**config.mk**
```make
export PLATFORM = sky130hd
export DESIGN_NAME = jt10_adpcma_dec
export DESIGN_NICKNAME = d
export VERILOG_FILES = /design/src/rtl/jt10_adpcma_dec.sv
export SDC_FILE = /design/constraint.sdc
export NUM_CORES = 1
export LEC_CHECK = 0
export ABC_AREA = 1
export BUFFER_PORTS_ARGS = -buffer_cell sky130_fd_sc_hd__buf_2
export CORE_MARGIN = 5
export CORE_UTILIZATION = 40
export CTS_BUF_LIST = sky130_fd_sc_hd__clkbuf_4 sky130_fd_sc_hd__clkbuf_8
export DETAILED_ROUTE_END_ITERATION = 10
export GPL_TIMING_DRIVEN = 0
export PLACE_DENSITY = 0.54
export SYNTH_ARGS = -nofsm -noshare
export SYNTH_HDL_FRONTEND = slang
export SYNTH_SLANG_ARGS = --single-unit
```
**constraint.sdc**
```tcl
create_clock -name clk -period 4.75 [get_ports clk]
set_clock_uncertainty 0.2 [all_clocks]
set_input_delay 0.475 -clock clk [delete_from_list [all_inputs] [get_ports clk]]
set_output_delay 0.475 -clock clk [all_outputs]
set_load 0.01 [all_outputs]
```
**src/rtl/jt10_adpcma_dec.sv**
```systemverilog
// -----------------------------------------------------------------------------
// jt10_adpcma_dec
//
// ADPCM-A nibble decoder for six time-multiplexed channels. One channel (slot)
// is served per cen cycle. Each channel's decoder state (12-bit accumulator and
// 6-bit step index) travels around a 6-register ring, so a channel's state is
// back at the input stage exactly six cen cycles after it left. No RAM is used.
//
// Pipeline (each stage advances only when cen=1):
//   stage 1 : latch the nibble, en (~roe_n) and clr (aon) for the counter's slot,
//             pull that slot's acc/idx from the ring tail and look up STEP[idx].
//   stage 2 : delta = floor(step * (2*mag + 1) / 8), sign taken from nib[3].
//   stage 3 : clear / accumulate / hold; the result is pcm and re-enters the ring.
//   ring    : three further registers close the 6-deep loop.
//
// Slot timing contract: the inputs present at a cen edge belong to the slot held
// by the internal slot counter at that edge (0 right after reset, then
// 1,2,..,5,0,...). The pcm/pcm_slot pair for that sample appears after the third
// cen edge counting the sampling edge itself, and is replaced on every cen.
// There is no back-pressure.
//
// Build option:
//   JT10_ADPCMA_SAT_EN defined   : the accumulator update saturates to
//                                  -2048..+2047.
//   JT10_ADPCMA_SAT_EN undefined : 12-bit two's-complement wrap (chip accurate).
//   Step-index clamping to 0..48 applies in both builds.
//
// Parameters:
//   SLOTS    number of channels / ring depth (only 6 is supported)
//   ACCW     accumulator and pcm width (signed, 12)
//
// Ports:
//   clk       system clock
//   rst       asynchronous reset, active high
//   cen       clock enable; every register holds while low
//   data      ROM byte for the current slot
//   sel       nibble select: 0 = data[7:4], 1 = data[3:0]
//   roe_n     low = slot active, data valid
//   aon       key-on: clears the slot's channel state (wins over roe_n)
//   pcm       signed decoded sample of the slot leaving stage 3
//   pcm_slot  slot number (0..5) that pcm belongs to
// -----------------------------------------------------------------------------
module jt10_adpcma_dec #(
  parameter int SLOTS = 6,
  parameter int ACCW  = 12
) (
  input  logic            clk,
  input  logic            rst,
  input  logic            cen,
  input  logic [7:0]      data,
  input  logic            sel,
  input  logic            roe_n,
  input  logic            aon,
  output logic [ACCW-1:0] pcm,
  output logic [2:0]      pcm_slot
);

  localparam logic [2:0] LAST_SLOT = 3'(SLOTS - 1);
  localparam logic [5:0] IDX_MAX   = 6'd48;

  // ---------------------------------------------------------------------------
  // Step size table, indexed by the channel's step index (0..48).
  // ---------------------------------------------------------------------------
  function automatic logic [10:0] step_rom(input logic [5:0] idx);
    logic [10:0] s;
    case (idx)
      6'd0:  s = 11'd16;    6'd1:  s = 11'd17;    6'd2:  s = 11'd19;
      6'd3:  s = 11'd21;    6'd4:  s = 11'd23;    6'd5:  s = 11'd25;
      6'd6:  s = 11'd28;    6'd7:  s = 11'd31;    6'd8:  s = 11'd34;
      6'd9:  s = 11'd37;    6'd10: s = 11'd41;    6'd11: s = 11'd45;
      6'd12: s = 11'd50;    6'd13: s = 11'd55;    6'd14: s = 11'd60;
      6'd15: s = 11'd66;    6'd16: s = 11'd73;    6'd17: s = 11'd80;
      6'd18: s = 11'd88;    6'd19: s = 11'd97;    6'd20: s = 11'd107;
      6'd21: s = 11'd118;   6'd22: s = 11'd130;   6'd23: s = 11'd143;
      6'd24: s = 11'd157;   6'd25: s = 11'd173;   6'd26: s = 11'd190;
      6'd27: s = 11'd209;   6'd28: s = 11'd230;   6'd29: s = 11'd253;
      6'd30: s = 11'd279;   6'd31: s = 11'd307;   6'd32: s = 11'd337;
      6'd33: s = 11'd371;   6'd34: s = 11'd408;   6'd35: s = 11'd449;
      6'd36: s = 11'd494;   6'd37: s = 11'd544;   6'd38: s = 11'd598;
      6'd39: s = 11'd658;   6'd40: s = 11'd724;   6'd41: s = 11'd796;
      6'd42: s = 11'd876;   6'd43: s = 11'd963;   6'd44: s = 11'd1060;
      6'd45: s = 11'd1166;  6'd46: s = 11'd1282;  6'd47: s = 11'd1411;
      default: s = 11'd1552;  // 48; indices above 48 never occur
    endcase
    return s;
  endfunction

  // Step-index adjustment by nibble magnitude.
  function automatic logic signed [6:0] adj_rom(input logic [2:0] mag);
    logic signed [6:0] a;
    case (mag)
      3'd4:    a = 7'sd2;
      3'd5:    a = 7'sd5;
      3'd6:    a = 7'sd7;
      3'd7:    a = 7'sd9;
      default: a = -7'sd1;
    endcase
    return a;
  endfunction

  // ---------------------------------------------------------------------------
  // Registers
  // ---------------------------------------------------------------------------
  logic [2:0]      slot_cnt;

  // stage 1
  logic [2:0]      s1_slot;
  logic [3:0]      s1_nib;
  logic            s1_en;
  logic            s1_clr;
  logic [ACCW-1:0] s1_acc;
  logic [5:0]      s1_idx;
  logic [10:0]     s1_step;

  // stage 2
  logic [2:0]      s2_slot;
  logic            s2_en;
  logic            s2_clr;
  logic            s2_neg;
  logic [2:0]      s2_mag;
  logic [ACCW-1:0] s2_acc;
  logic [5:0]      s2_idx;
  logic [11:0]     s2_delta;

  // stage 3 (acc lives in pcm)
  logic [5:0]      s3_idx;

  // ring tail: three registers after stage 3 close the 6-deep loop
  logic [ACCW-1:0] ring_acc [0:2];
  logic [5:0]      ring_idx [0:2];

  // ---------------------------------------------------------------------------
  // Stage 2 arithmetic: step * (2*mag+1) is at most 1552*15 = 23280 (15 bits);
  // after the divide by 8 the delta fits in 12 bits.
  // ---------------------------------------------------------------------------
  logic [11:0] delta;
  assign delta = 12'((15'(s1_step) * 15'({s1_nib[2:0], 1'b1})) >> 3);

  // ---------------------------------------------------------------------------
  // Stage 3 update
  // ---------------------------------------------------------------------------
  logic [ACCW-1:0]   sum_acc;
  logic signed [6:0] idx_w;
  logic [5:0]        idx_clamped;
  logic [ACCW-1:0]   nxt_acc;
  logic [5:0]        nxt_idx;

`ifdef JT10_ADPCMA_SAT_EN
  // Two guard bits: |delta| reaches 2910, so acc+delta can exceed the 13-bit
  // signed range before it is clipped.
  localparam int SUMW = ACCW + 2;
  localparam logic signed [SUMW-1:0] ACC_MAX = SUMW'((1 << (ACCW - 1)) - 1);
  localparam logic signed [SUMW-1:0] ACC_MIN = SUMW'(-(1 << (ACCW - 1)));
  logic signed [SUMW-1:0] acc_ext;
  logic signed [SUMW-1:0] dlt_ext;
  logic signed [SUMW-1:0] sum_w;
`else
  logic [ACCW-1:0] dlt_w;
`endif

  always_comb begin
`ifdef JT10_ADPCMA_SAT_EN
    acc_ext = signed'({{2{s2_acc[ACCW-1]}}, s2_acc});
    dlt_ext = signed'({{(SUMW-12){1'b0}}, s2_delta});
    sum_w   = s2_neg ? (acc_ext - dlt_ext) : (acc_ext + dlt_ext);
    if (sum_w > ACC_MAX)      sum_acc = ACC_MAX[ACCW-1:0];
    else if (sum_w < ACC_MIN) sum_acc = ACC_MIN[ACCW-1:0];
    else                      sum_acc = sum_w[ACCW-1:0];
`else
    dlt_w   = ACCW'(s2_delta);
    sum_acc = s2_neg ? (s2_acc - dlt_w) : (s2_acc + dlt_w);
`endif

    idx_w = signed'({1'b0, s2_idx}) + adj_rom(s2_mag);
    if (idx_w < 7'sd0)                   idx_clamped = 6'd0;
    else if (idx_w > signed'({1'b0, IDX_MAX})) idx_clamped = IDX_MAX;
    else                                 idx_clamped = idx_w[5:0];

    // Key-on beats an active nibble; an inactive slot just carries its state.
    nxt_acc = s2_acc;
    nxt_idx = s2_idx;
    if (s2_clr) begin
      nxt_acc = '0;
      nxt_idx = '0;
    end else if (s2_en) begin
      nxt_acc = sum_acc;
      nxt_idx = idx_clamped;
    end
  end

  // ---------------------------------------------------------------------------
  // Sequential state
  // ---------------------------------------------------------------------------
  always_ff @(posedge clk or posedge rst) begin
    if (rst) begin
      slot_cnt <= '0;
      s1_slot  <= '0;
      s1_nib   <= '0;
      s1_en    <= 1'b0;
      s1_clr   <= 1'b0;
      s1_acc   <= '0;
      s1_idx   <= '0;
      s1_step  <= '0;
      s2_slot  <= '0;
      s2_en    <= 1'b0;
      s2_clr   <= 1'b0;
      s2_neg   <= 1'b0;
      s2_mag   <= '0;
      s2_acc   <= '0;
      s2_idx   <= '0;
      s2_delta <= '0;
      s3_idx   <= '0;
      pcm      <= '0;
      pcm_slot <= '0;
      for (int i = 0; i < 3; i++) begin
        ring_acc[i] <= '0;
        ring_idx[i] <= '0;
      end
    end else if (cen) begin
      slot_cnt <= (slot_cnt == LAST_SLOT) ? 3'd0 : slot_cnt + 3'd1;

      // stage 1: inputs of the counter's slot meet that slot's ring state
      s1_slot <= slot_cnt;
      s1_nib  <= sel ? data[3:0] : data[7:4];
      s1_en   <= ~roe_n;
      s1_clr  <= aon;
      s1_acc  <= ring_acc[2];
      s1_idx  <= ring_idx[2];
      s1_step <= step_rom(ring_idx[2]);

      // stage 2
      s2_slot  <= s1_slot;
      s2_en    <= s1_en;
      s2_clr   <= s1_clr;
      s2_neg   <= s1_nib[3];
      s2_mag   <= s1_nib[2:0];
      s2_acc   <= s1_acc;
      s2_idx   <= s1_idx;
      s2_delta <= delta;

      // stage 3: result is both the output sample and the ring entry
      pcm      <= nxt_acc;
      pcm_slot <= s2_slot;
      s3_idx   <= nxt_idx;

      // ring tail
      ring_acc[0] <= pcm;
      ring_idx[0] <= s3_idx;
      ring_acc[1] <= ring_acc[0];
      ring_idx[1] <= ring_idx[0];
      ring_acc[2] <= ring_acc[1];
      ring_idx[2] <= ring_idx[1];
    end
  end

endmodule

```
==> qor.txt <==
Seq/Total Area, Yosys: 44.1%
worst vdd ir: 168 µV
GRT busiest layer: met2
clk sinks: 155
H-tree levels: 4
drt pass-1 iters: 5
CP required: 4900 ps
RSZ-0062 raised after global routing: no
worst reg-to-reg setup slack: 950 ps
IO Pins: 29
largest net degree at the start of global routing: 40
Leakage: 4.97 nW
Setup TNS: 0 ps
r2r endpoint: dlt_w[10]$_DFFE_PP0P_
WS Path Type: flip-flop to flip-flop
Avg Cell Area, Syn: 7.89 µm²
Crit path buffers/inverters: 2
Setup crit end kind: flip-flop
first-pass GRT wire length: 39000 µm
Cells after Synth: 1116
Worst R2R Path Depth: 13
post-route ant nets: 0
CP Launch Type: flip-flop
Non-Filler Instances: 1461
cell count along the critical path: 13
full die area: 0.0251 mm²
ys async rst share: 100%
Mapped Area: 0.00880 mm²
top post-synthesis cells by area: dfrtp_1 44%, nand2_1 14%, o21ai_0 8.6%
commonest non-fill, non-tap cell in the layout: nand2_1
total grt overflow: 0
fill count: 2240
MaxCap Viol Count: 0
Die Wd: 158 µm
Initial Util: 40.5%
Hold EP: s1_en$_DFFE_PP0P_
Worst R2R Start: s1_nib[2]$_DFFE_PP0P_
Post-Syn Nets: 1188
Yosys reg bits: 155
period utilization: 79.9%
slowest stage delay, CP: 550 ps
Final HPWL DP: 18300 µm
port bufs: 28
count of pins over their slew limit: 0
fmax: 263 MHz
antenna cells: 0
YS warnings: 0
Worst path slowest cell: fa_1
initial drt markers: 499
delay-heaviest family, CP: adder cells
CTS buffer count: 17
dpl cells: 1428
critical path arrival: 3950 ps
worst-margin pin slew: 789 ps
cell taking the most area after synthesis: dfrtp_1
GRT met1 Usage: 29.5%
grt met2 use: 31.7%
Worst Path Max Fanout: 10
# setup viols final: 0
final core utilization: 45.2%
drc violations: 0
commonest cells after routing, fill and taps aside: 330 x nand2_1, 155 x dfrtp_1, 151 x o21ai_0
CTS max path bufs: 2
Post-CTS Resized: 0
slew margin rel.: 47.4%
Site Rows: 54
Hold Path Depth: 2
vias in the first global route: 7171
most used flip-flop cell after synthesis: dfrtp_1
clock-pin slew on the worst setup and hold paths: 90 ps
CTS tree: built
area added between synthesis and finish: 11.7%
Total Power: 5.13 mW
worst skew pair latency: 460 ps
Detailed Route WL: 24000 µm
GR Layer Usage met3: 2.34%
GRT Util Overall: 20.1%
final hold violations: 0
DR WL/cell: 16.4 µm
via count: 7290
share of layout cells above drive strength 1: 8.98%
fin crit period: 3800 ps
Die Ht: 158 µm
core footprint: 0.0218 mm²
status: complete, no violations
EDFF count, synth: 0
P per Cell Area: 522 mW/mm²
Cell variety after synth: 44
CTS root buf: clkbuf_8
dpl ws: 944 ps
routability cong.: 0.885
DR vias/cell: 4.99
share of the synthesized area in the top cell type: 44.1%
HP Start: roe_n
Final WS setup: 955 ps
CP Cell Sequence: clkbuf_1, nand2_1, fa_1, inv_1, fa_1, ha_1, a21oi_1, nor2_1, a211oi_1, nand3_1, or2_2, nand3_1, nand2_1
register area: 0.00388 mm²
Nets: 1240
Worst Hold Class: primary input to flip-flop
footprint of the multi-input gates: 0.00416 mm²
initial antenna violation count: 0
-- where the power goes --
part / leakage [nW] / internal, mW / switching [mW]
clock network: 0.227 / 0.559 / 0.570
registers: 2.01 / 1.63 / 0.237
logic: 2.73 / 0.783 / 1.35
total: 4.97 / 2.97 / 2.16
-- worst max path at each step --
| stage | startpoint | to |
|---|---|---|
| 3_3_place_gp | s1_nib[2]$_DFFE_PP0P_ | dlt_w[10]$_DFFE_PP0P_ |
| 3_5_place_dp | s1_nib[2]$_DFFE_PP0P_ | dlt_w[10]$_DFFE_PP0P_ |
| 2_1_floorplan | s1_nib[2]$_DFFE_PP0P_ | dlt_w[10]$_DFFE_PP0P_ |
| 6_report | s1_nib[2]$_DFFE_PP0P_ | dlt_w[10]$_DFFE_PP0P_ |
| 4_1_cts | s1_nib[2]$_DFFE_PP0P_ | dlt_w[10]$_DFFE_PP0P_ |
| 5_1_grt | s1_nib[2]$_DFFE_PP0P_ | dlt_w[10]$_DFFE_PP0P_ |
-- kinds of logic after synthesis --
group                    after synthesis  share of synthesized area [%]
AND/OR/NAND/NOR                      461                           21.1
AO/OA/AOI/OAI                        235                           14.6
buffers and inverters                190                           8.67
flip-flops                           155                           44.1
adder cells (fa/ha/maj)               58                           9.95
XOR/XNOR                              17                           1.69
-- final cells by class --
class | instances | share of cell area [%]
sequential | 155 | 39.5
buffer | 42 | 2.11
multi-input combinational | 771 | 42.3
tap | 280 | 3.56
clock buffer | 18 | 2.52
timing repair buffer | 33 | 2.34
inverter | 148 | 5.69
clock inverter | 14 | 2.00
-- per-stage QoR --
step | area, µm² | hold slack (ps)
after floorplan | 8810 | 242
after global placement | 9300 | 254
after detailed placement | 9380 | 259
after CTS | 9830 | 1.34
after global routing | 9830 | 20.9
final | 9830 | 19.5
-- sequential cells by signal, summed over array words and instances, names as in the netlist --
signal and cells:
ring_idx 18, s2_clr 1, s1_idx 6, s2_mag 3, s1_slot 3, s1_nib 4
s1_acc 12, s2_slot 3, s1_en 1, s2_neg 1, s2_en 1, s1_step 11
s3_idx 6, s2_acc 12, s2_idx 6, slot_cnt 3, s1_clr 1, pcm 12
ring_acc 36, dlt_w 12, pcm_slot 3
-- synth_stat cells (2+ instances only) --
| library cell | instances |
|---|---|
| xnor2_1 | 6 |
| a32o_1 | 3 |
| inv_2 | 4 |
| nand3_1 | 50 |
| o21ai_1 | 2 |
| o21ai_2 | 3 |
| nand2_2 | 3 |
| nand3b_1 | 2 |
| o211ai_1 | 7 |
| o22ai_1 | 2 |
| dfrtp_1 | 155 |
| o21ai_0 | 151 |
| ha_1 | 38 |
| or2_2 | 8 |
| o221ai_1 | 3 |
| a21oi_1 | 45 |
| xor2_1 | 11 |
| nor3_1 | 3 |
| a31oi_1 | 6 |
| inv_1 | 143 |
| nor2_1 | 58 |
| fa_1 | 20 |
| o21a_1 | 3 |
| clkbuf_1 | 19 |
| nand4_1 | 2 |
| buf_2 | 14 |
| buf_6 | 3 |
| nand2_1 | 330 |
| nor2_2 | 2 |
| buf_1 | 5 |
| a211oi_1 | 2 |
-- timing repair --
| item | 4_1_cts | 5_1_grt |
|---|---|---|
| hold buffers | 1 | 0 |
| setup buffers | 0 | 0 |
| hold endpoints to repair | 18 | 0 |
-- metal layers --
metal / part of all wire, % / routed length [µm]
met2: 46 / 11000
met5: 0 / 0
met3: 2.8 / 667
met4: 1.3 / 315
met1: 50 / 12000
(Power assumes the default switching activity.)
